[config.mk]
export PLATFORM = sky130hd
export DESIGN_NAME = alu_exec_mc
export DESIGN_NICKNAME = d
export VERILOG_FILES = /design/src/rtl/alu_pkg.sv /design/src/rtl/alu_core.sv /design/src/rtl/alu_exec_mc.sv
export SDC_FILE = /design/constraint.sdc
export NUM_CORES = 1
export LEC_CHECK = 0
export BUFFER_PORTS_ARGS = -buffer_cell sky130_fd_sc_hd__buf_2
export CORE_MARGIN = 2
export CORE_UTILIZATION = 40
export CTS_CLUSTER_SIZE = 24
export DETAILED_ROUTE_END_ITERATION = 16
export MAX_ROUTING_LAYER = met4
export PLACE_DENSITY = 0.62
export SKIP_CTS_REPAIR_TIMING = 1
export SYNTH_ARGS = -nofsm -noshare
export SYNTH_HDL_FRONTEND = slang
export SYNTH_SLANG_ARGS = --single-unit
[constraint.sdc]
create_clock -name clk -period 9.6 [get_ports clk]
set_clock_uncertainty 0.15 [all_clocks]
set_input_delay 0 -clock clk [delete_from_list [all_inputs] [get_ports clk]]
set_output_delay 0 -clock clk [all_outputs]
set_load 0.03 [all_outputs]
[src/rtl/alu_pkg.sv]
// Shared ALUControl encodings and execute-unit state encoding.
// The ALU decoder imports the same codes, so both ends agree on one definition.
package alu_pkg;

  localparam logic [2:0] ALU_ADD = 3'b000;
  localparam logic [2:0] ALU_SUB = 3'b001;
  localparam logic [2:0] ALU_AND = 3'b010;
  localparam logic [2:0] ALU_OR  = 3'b011;
  localparam logic [2:0] ALU_SLT = 3'b101;
  localparam logic [2:0] ALU_SLL = 3'b100;
  localparam logic [2:0] ALU_SRL = 3'b110;
  localparam logic [2:0] ALU_SRA = 3'b111;

  typedef enum logic [1:0] {
    IDLE  = 2'b00,
    SHIFT = 2'b01,
    DONE  = 2'b10
  } state_t;

  function automatic logic is_shift(input logic [2:0] op);
    return (op == ALU_SLL) || (op == ALU_SRL) || (op == ALU_SRA);
  endfunction

endpackage

[src/rtl/alu_core.sv]
// Single-cycle combinational part of the ALU: add, sub, and, or, slt.
// Shift codes produce zero here; the execute unit handles them iteratively.
module alu_core
  import alu_pkg::*;
#(
  parameter int WIDTH = 32
) (
  input  logic [2:0]       alu_control,
  input  logic [WIDTH-1:0] a,
  input  logic [WIDTH-1:0] b,
  output logic [WIDTH-1:0] y
);

  logic [WIDTH-1:0] sum;
  logic [WIDTH-1:0] diff;
  logic             ovf;
  logic             lt;

  assign sum  = a + b;
  assign diff = a - b;

  // Signed less-than from the subtraction: sign of the difference, corrected by overflow.
  assign ovf = (a[WIDTH-1] ^ b[WIDTH-1]) & (diff[WIDTH-1] ^ a[WIDTH-1]);
  assign lt  = diff[WIDTH-1] ^ ovf;

  always_comb begin
    y = '0;
    case (alu_control)
      ALU_ADD: y = sum;
      ALU_SUB: y = diff;
      ALU_AND: y = a & b;
      ALU_OR:  y = a | b;
      ALU_SLT: y = {{(WIDTH-1){1'b0}}, lt};
      default: y = '0;
    endcase
  end

endmodule

[src/rtl/alu_exec_mc.sv]
// Multi-cycle ALU execute unit: single-cycle ops via alu_core, shifts one bit per
// cycle, valid/ready handshakes on both the operand and the result side.
module alu_exec_mc
  import alu_pkg::*;
#(
  parameter int WIDTH = 32,
  parameter int SHW   = $clog2(WIDTH)
) (
  input  logic             clk,
  input  logic             reset,
  input  logic             in_valid,
  output logic             in_ready,
  input  logic [2:0]       alu_control,
  input  logic [WIDTH-1:0] src_a,
  input  logic [WIDTH-1:0] src_b,
  output logic             out_valid,
  input  logic             out_ready,
  output logic [WIDTH-1:0] result,
  output logic             zero,
  output logic             busy
);

  localparam logic [SHW-1:0] CNT_ONE = SHW'(1);

  state_t           state, state_n;
  logic [WIDTH-1:0] work, work_n;
  logic [SHW-1:0]   cnt, cnt_n;
  logic [2:0]       op_q, op_n;
  logic             sign_q, sign_n;
  logic [WIDTH-1:0] result_n;
  logic             zero_n;

  logic [WIDTH-1:0] core_y;
  logic [WIDTH-1:0] imm_result;
  logic [WIDTH-1:0] shift1;
  logic [SHW-1:0]   shamt;
  logic             accept;

  alu_core #(.WIDTH(WIDTH)) u_core (
    .alu_control (alu_control),
    .a           (src_a),
    .b           (src_b),
    .y           (core_y)
  );

  assign shamt     = src_b[SHW-1:0];
  assign in_ready  = (state == IDLE) | ((state == DONE) & out_ready);
  assign accept    = in_valid & in_ready;
  assign out_valid = (state == DONE);
  assign busy      = (state == SHIFT);

  // A shift by zero completes immediately with the operand unchanged.
  assign imm_result = is_shift(alu_control) ? src_a : core_y;

  always_comb begin
    shift1 = {sign_q, work[WIDTH-1:1]};
    case (op_q)
      ALU_SLL: shift1 = {work[WIDTH-2:0], 1'b0};
      ALU_SRL: shift1 = {1'b0, work[WIDTH-1:1]};
      default: shift1 = {sign_q, work[WIDTH-1:1]};
    endcase
  end

  always_ff @(posedge clk) begin
    if (reset) begin
      state  <= IDLE;
      work   <= '0;
      cnt    <= '0;
      op_q   <= ALU_ADD;
      sign_q <= 1'b0;
      result <= '0;
      zero   <= 1'b0;
    end else begin
      state  <= state_n;
      work   <= work_n;
      cnt    <= cnt_n;
      op_q   <= op_n;
      sign_q <= sign_n;
      result <= result_n;
      zero   <= zero_n;
    end
  end

  // DONE behaves like IDLE once the consumer takes the result, enabling back-to-back ops.
  always_comb begin
    state_n  = state;
    work_n   = work;
    cnt_n    = cnt;
    op_n     = op_q;
    sign_n   = sign_q;
    result_n = result;
    zero_n   = zero;

    case (state)
      IDLE, DONE: begin
        if ((state == DONE) && out_ready) begin
          state_n = IDLE;
        end
        if (accept) begin
          if (is_shift(alu_control) && (shamt != '0)) begin
            state_n = SHIFT;
            work_n  = src_a;
            cnt_n   = shamt;
            op_n    = alu_control;
            sign_n  = src_a[WIDTH-1];
          end else begin
            state_n  = DONE;
            result_n = imm_result;
            zero_n   = (imm_result == '0);
          end
        end
      end
      SHIFT: begin
        work_n = shift1;
        if (cnt == CNT_ONE) begin
          state_n  = DONE;
          cnt_n    = '0;
          result_n = shift1;
          zero_n   = (shift1 == '0);
        end else begin
          cnt_n = cnt - CNT_ONE;
        end
      end
      default: begin
        state_n = IDLE;
      end
    endcase
  end

endmodule

==> results.yml, run 1 <==
run_status:
  run_status: "finished, violations left"
  violations: "hold timing"
routing:
  viasPerCell: 6.242
  drc: 0
  drt_first_iter_violations: 1157
  ant_nets: 0
  routed-via-count: 11320
  routed_wl_mm: 39.80
  route.detailed.wl_per_inst_um: 21.95
  dr.pass1.iters: 6
synthesis:
  yosys-top-cells-count: "nand2_1, a21oi_1, nor2_1, ha_1, inv_1"
  synth_top_family_by_area: "compound AO/OA/AOI/OAI gates"
  muxShareOfSynthArea_pct: 0.9343
  syn_area_per_cell_um2: 6.757
  synth-edff-count: 0
  synthDistinctLibCells: 77
  synth_warnings: 0
  netlist.top_cell.by_area: "dfxtp_1"
  netlist_area_um2: 9642
  synthArstFlopShare_pct: 0
  post-synth-top-count-cell: "nand2_1"
  synth_flop_cell: "dfxtp_1"
  ys_ff_latch: 76
  synth_simple_gate_area_share_pct: 24.76
  synth.top_cell.area_share_pct: 15.78
  synth_xor_area_share_pct: 1.090
  synth_cells: 1427
  synth_nets: 1609
  synth_fa_ha_area_share_pct: 14.64
  synth_area_leaders: "dfxtp_1, ha_1, a21oi_1"
  synth.yosys.seq_area_share_pct: 15.78
  synth_compound_area_share_pct: 34.87
cts:
  cts_root_buf: "clkbuf_16"
  clock_latency_ns: 0.35
  clkTransAtPathRegs_ns: 0.07
  cts_made_buffers: 9
  cts.sinks: 76
  clock_path_buffers: 2
  cts_tree: "built"
  htree_levels: 3
placement:
  place_hpwl_mm: 28.65
  place_congestion: 0.9660
  portBuffers: 106
setup_path:
  path_class: "in -> reg"
  crit_required_ns: 9.73
  worst_setup_path_end_kind: "flop"
  cp-startpoint: "src_a[2]"
  reg2reg_slack_ns: 5.95
  critPathMaxFanout: 8
  reg2regPathDepth: 11
  startpoint_type: "input pin"
  reg2reg_to: "zero$_SDFFE_PP0P_"
  r2r-start: "state[1]$_SDFFE_PP0P_"
  cp.arrival_ns: 5.78
  critPathCapture: "zero$_SDFFE_PP0P_"
timing:
  fin_setup_tns_ns: 0
  hold_viol_final: 6
  drv_slew: 0
  fin_crit_sh_pct: 58.87
  worst_slew_pin_slew_ns: 0.9743
  period_needed_ns: 5.651
  maxSlewHeadroom_pct: 35.05
  fmaxAchievable_mhz: 176.9
  setup_viol: 0
  hold_ws_ns: -0.05639
  grt_setup_unrepaired: "no"
final_layout:
  multiInputGateArea_um2: 7380
  layout-drive-gt1-share_pct: 11.11
  fillers: 2515
  n_antenna_cell: 0
  finish.utilization_pct: 46.47
  syn_to_final_growth_pct: 13.46
  ff_latch_area_um2: 1521
  fin_nets: 1671
grt:
  grt_pass1_wl_mm: 60.67
  antenna_found_initial: 0
  overflow: 0
  grt_use_total_pct: 30.94
  grt_pass1_vias: 10530
  grt_max_degree: 68
floorplanning:
  die_h_um: 159.3
  start_util_pct: 40.95
  num_rows: 56
  die-width_um: 159.3
  ios: 107
  die-area_um2: 25360
  fp.coreArea_um2: 23540
power:
  pwr_density_cell_nw_per_um2: 126.2
  vdd_drop_max_mv: 0.08840
  power.leakage_nw: 4.687
job:
  max_cap_viol_count: 0
min_path:
  whs_path_depth: 5
  hp-class: "in -> reg"
[cell families (layout without fill, tap and decap cells)]
family	Yosys count	in the layout
compound gates	497	497
xor+xnor	12	12
fa+ha+maj	111	111
buf+inv	202	269
flops	76	76
mux	9	9
simple gates	520	520
[through the flow]
stage	worst slack (ns)	power [W]	instances	instance area, µm²
6_report	3.949	0.001381	1813	10940
5_1_grt	3.643	0.001448	1813	10940
4_1_cts	4.610	0.001359	1788	10690
3_5_place_dp	4.270	0.0009782	1772	10360
3_3_place_gp	4.518	0.0009767	1772	10360
2_1_floorplan	5.341	0.0007837	1427	9642
[routing by layer]
| metal | vias to the layer above | track usage [%] | share of wire, % |
|---|---|---|---|
| li1 | 5268 | - | - |
| met1 | 5375 | 39.29 | 42 |
| met2 | 570 | 49.13 | 45 |
| met3 | 103 | 5.158 | 8.4 |
| met4 | 0 | 12.11 | 4.4 |
| met5 | - | - | 0 |
[final cells by class]
cell class	instances	share of cell area, %
inverter	103	3.534
sequential	76	13.91
multi-input combinational	1149	67.46
clock buffer	9	2.059
clock inverter	7	0.9493
tap	319	3.649
timing repair buffer	150	8.441
[layout by cell type (no fill, tap or decap), drive strengths merged, types with 20 or more instances in the layout]
cell type,synthesis,final
nand2,203,203
a21oi,156,156
buf,14,125
nor2,120,120
ha,108,108
inv,103,107
dfxtp,76,76
o21ai,73,73
nor3,49,49
a211oi,35,35
nand3,29,29
dlygate4sd3,0,25
o211ai,25,25
and3,24,24
nor2b,21,21
a311oi,20,20
[where the power goes]
| group | switching, W | internal [W] | total, W |
|---|---|---|---|
| Clock | 0.000154 | 0.000232 | 0.000386 |
| Sequential | 0.0000255 | 0.000348 | 0.000374 |
| Combinational | 0.000413 | 0.000208 | 0.000621 |
[registers in the layout (all words and copies together) (netlist names)]
| name | cells |
|---|---|
| op_q | 3 |
| zero | 1 |
| result | 32 |
| cnt | 5 |
| state | 2 |
| sign_q | 1 |
| work | 32 |
[worst max-delay path, cell delays in order]
cell and delay (ns):
dlygate4sd3_1 0.52, buf_2 0.15, inv_1 0.05, ha_1 0.41
nor3_1 0.35, o311ai_0 0.30, a31oi_1 0.29, nor3_1 0.17
o211a_1 0.29, nor3_1 0.32, a21o_1 0.21, a21oi_1 0.07
o21bai_1 0.18, a21oi_1 0.15, fa_1 0.39, o22a_1 0.16
o221ai_1 0.24, o2111a_1 0.23, nand4b_1 0.10, nor4b_1 0.47
nand4_1 0.14, nor4_1 0.30, nand4_1 0.14, o21ai_1 0.14
[worst min-delay path by stage]
stage,startpoint,to
after floorplan,src_a[31],sign_q$_SDFFE_PP0P_
after global placement,out_ready,state[1]$_SDFFE_PP0P_
after detailed placement,out_ready,state[1]$_SDFFE_PP0P_
after CTS,out_ready,state[1]$_SDFFE_PP0P_
after global routing,src_a[25],work[25]$_SDFFE_PP0P_
final,src_a[13],work[13]$_SDFFE_PP0P_
Power figures use the tool's default switching activity.
==> run 2, diff against run 1 <==
--- a/config.mk
+++ b/config.mk
@@ -11,7 +11,7 @@
 export CTS_CLUSTER_SIZE = 24
 export DETAILED_ROUTE_END_ITERATION = 16
 export MAX_ROUTING_LAYER = met4
-export PLACE_DENSITY = 0.62
+export PLACE_DENSITY = 0.64
 export SKIP_CTS_REPAIR_TIMING = 1
 export SYNTH_ARGS = -nofsm -noshare
 export SYNTH_HDL_FRONTEND = slang
==> constraint.sdc (replaced) <==
create_clock -name clk -period 4.79 [get_ports clk]
set_clock_uncertainty 0.15 [all_clocks]
set_input_delay 0 -clock clk [delete_from_list [all_inputs] [get_ports clk]]
set_output_delay 0 -clock clk [all_outputs]
set_load 0.03 [all_outputs]
==> run 2 against run 1 <==
- the flow still finishes with violations (hold timing)
- hold slack barely moved
- sequential share of layout area fell by 0.60 points
- first-iteration DRC count rose by 6.1%
- final cell count rose by 3.9%
- largest power group unchanged
- sequential cell count did not move
- critical path type unchanged
- die area did not move
- sequential power rose by 100%
- clock-buffer cell count did not move
==> results.yml, run 2 (synthesized netlist as in run 1, its figures left out) <==
setup_path:
  crit_required_ns: 4.92
  slowest_delay_ns: 0.40
  worst_setup_path_end_kind: "flop"
  startpoint_type: "input pin"
  critPathTopFamily: "compound AO/OA/AOI/OAI gates"
  cp.arrival_ns: 4.68
  crit_chain: "buf_2 > inv_1 > ha_1 > nor4_1 > buf_4 > nand2_1 > a31oi_1 > nor3_1 > o211a_1 > nor3_1 > a21o_1 > a21oi_1 > o21bai_1 > a21oi_1 > fa_1 > o22a_1 > o221ai_1 > o2111a_1 > nand4b_1 > nor4b_2 > nand4_1 > nor4_2 > nand4_1 > o21ai_1"
  path_buf_inv: 3
  path_class: "in -> reg"
  slowest_stage: "fa_1"
  critPathMaxFanout: 2
timing:
  hold_viol_final: 2
  setup_viol: 0
  fin_setup_tns_ns: 0
  hold_ws_ns: -0.05617
  maxSlewHeadroom_pct: 34.02
  fmaxAchievable_mhz: 219.6
  fin_crit_sh_pct: 95.08
  drv_slew: 0
  worst_slew_pin_slew_ns: 0.9897
  period_needed_ns: 4.554
  timing.final.ws_setup_ns: 0.2357
placement:
  portBuffers: 106
  place_hpwl_mm: 30.21
  place_congestion: 1.032
  dpl_worst_slack_ns: -0.04191
routing:
  routed_wl_mm: 40.09
  route.detailed.wl_per_inst_um: 21.28
  dr.pass1.iters: 7
  routed-via-count: 11730
  viasPerCell: 6.223
  drt_first_iter_violations: 1228
  ant_nets: 0
  drc: 0
cts:
  clock_latency_ns: 0.34
  clkTransAtPathRegs_ns: 0.06
  cts.sinks: 76
  cts_root_buf: "clkbuf_16"
  cts_tree: "built"
  cts_made_buffers: 9
  htree_levels: 3
  clock_path_buffers: 2
final_layout:
  layout-drive-gt1-share_pct: 15.53
  largestRegisters: "result (32), work (32), cnt (5)"
  syn_to_final_growth_pct: 18.54
  fin_nets: 1742
  final_common_cell: "nand2_1"
  finish.utilization_pct: 48.55
  final_cell_mix: "nand2_1, a21oi_1, nor2_1"
  n_antenna_cell: 0
power:
  power.switching_w: 0.001200
  vdd_drop_max_mv: 0.1563
  combPwrFrac_pct: 48.4
  p_int_w: 0.001526
  p_sw_share_pct: 44.02
  pwr-share-clk_pct: 24.1
  power.leakage_nw: 5.009
  pwr_density_cell_nw_per_um2: 238.5
  seqPwrFrac_pct: 27.5
floorplanning:
  num_rows: 56
  die-width_um: 159.3
  ios: 107
  die-area_um2: 25360
  die_h_um: 159.3
  start_util_pct: 40.95
  fp.coreArea_um2: 23540
run_status:
  run_status: "finished, violations left"
  violations: "hold timing"
grt:
  grt_pass1_wl_mm: 61.51
  antenna_found_initial: 0
  grt_max_degree: 68
  grt_pass1_vias: 10730
  grt_use_total_pct: 31.04
  overflow: 0
job:
  max_cap_viol_count: 0
min_path:
  hp-class: "in -> reg"
## run 2: routing by layer
layer	wire length, µm	global-route usage (%)	up-vias
met5	0	-	-
li1	-	-	5416
met3	3591	3.985	90
met1	16620	40.32	5552
met2	18400	48.83	667
met4	1481	12.64	0
## run 2: cell type report
cell class | count | area (µm²)
sequential | 76 | 1521
timing repair buffer | 221 | 1446
clock inverter | 7 | 61.31
multi-input combinational | 1149 | 7390
clock buffer | 9 | 225.2
inverter | 103 | 386.6
fill | 2501 | 12110
tap | 319 | 399.1
## run 2: worst reg2reg max path, stage by stage, from the launching register on
cell,delay (ns)
dfxtp_1,0.34
nand2b_2,0.16
buf_4,0.54
nor2_1,0.33
nor2_2,0.22
o2111a_1,0.19
nand4b_1,0.11
nor4b_2,0.32
nand4_1,0.15
nor4_2,0.30
nand4_1,0.13
o21ai_1,0.14
## run 2: path summary, 6_finish.rpt
check                         from                    end  slack (ns)  cells past startpoint
max                      src_a[14]      zero$_SDFFE_PP0P_        0.24                     24
min                      src_a[28]  work[28]$_SDFFE_PP0P_       -0.06                      5
max reg2reg  state[1]$_SDFFE_PP0P_      zero$_SDFFE_PP0P_        1.64                     11
min reg2reg   op_q[0]$_SDFFE_PP0P_   op_q[0]$_SDFFE_PP0P_        0.30                      2
## run 2: through the flow
stage	total power (W)	hold slack, ns	cells	area [µm²]
after floorplan	0.001571	-0.01404	1427	9642
final	0.002726	-0.05617	1884	11430
after CTS	0.002691	-0.2104	1863	11200
after detailed placement	0.002029	0.1504	1847	10910
after global routing	0.002874	0.008466	1884	11430
after global placement	0.002022	0.1247	1847	10910
## run 2: power by group through the flow
stage | registers [W] | clock network [W] | logic, W
global route | 0.000759 | 0.000697 | 0.00142
floorplan | 0.000816 | 0 | 0.000754
CTS | 0.000749 | 0.000669 | 0.00127
detailed placement | 0.000763 | 0 | 0.00127
global placement | 0.000762 | 0 | 0.00126
finish | 0.000751 | 0.000656 | 0.00132
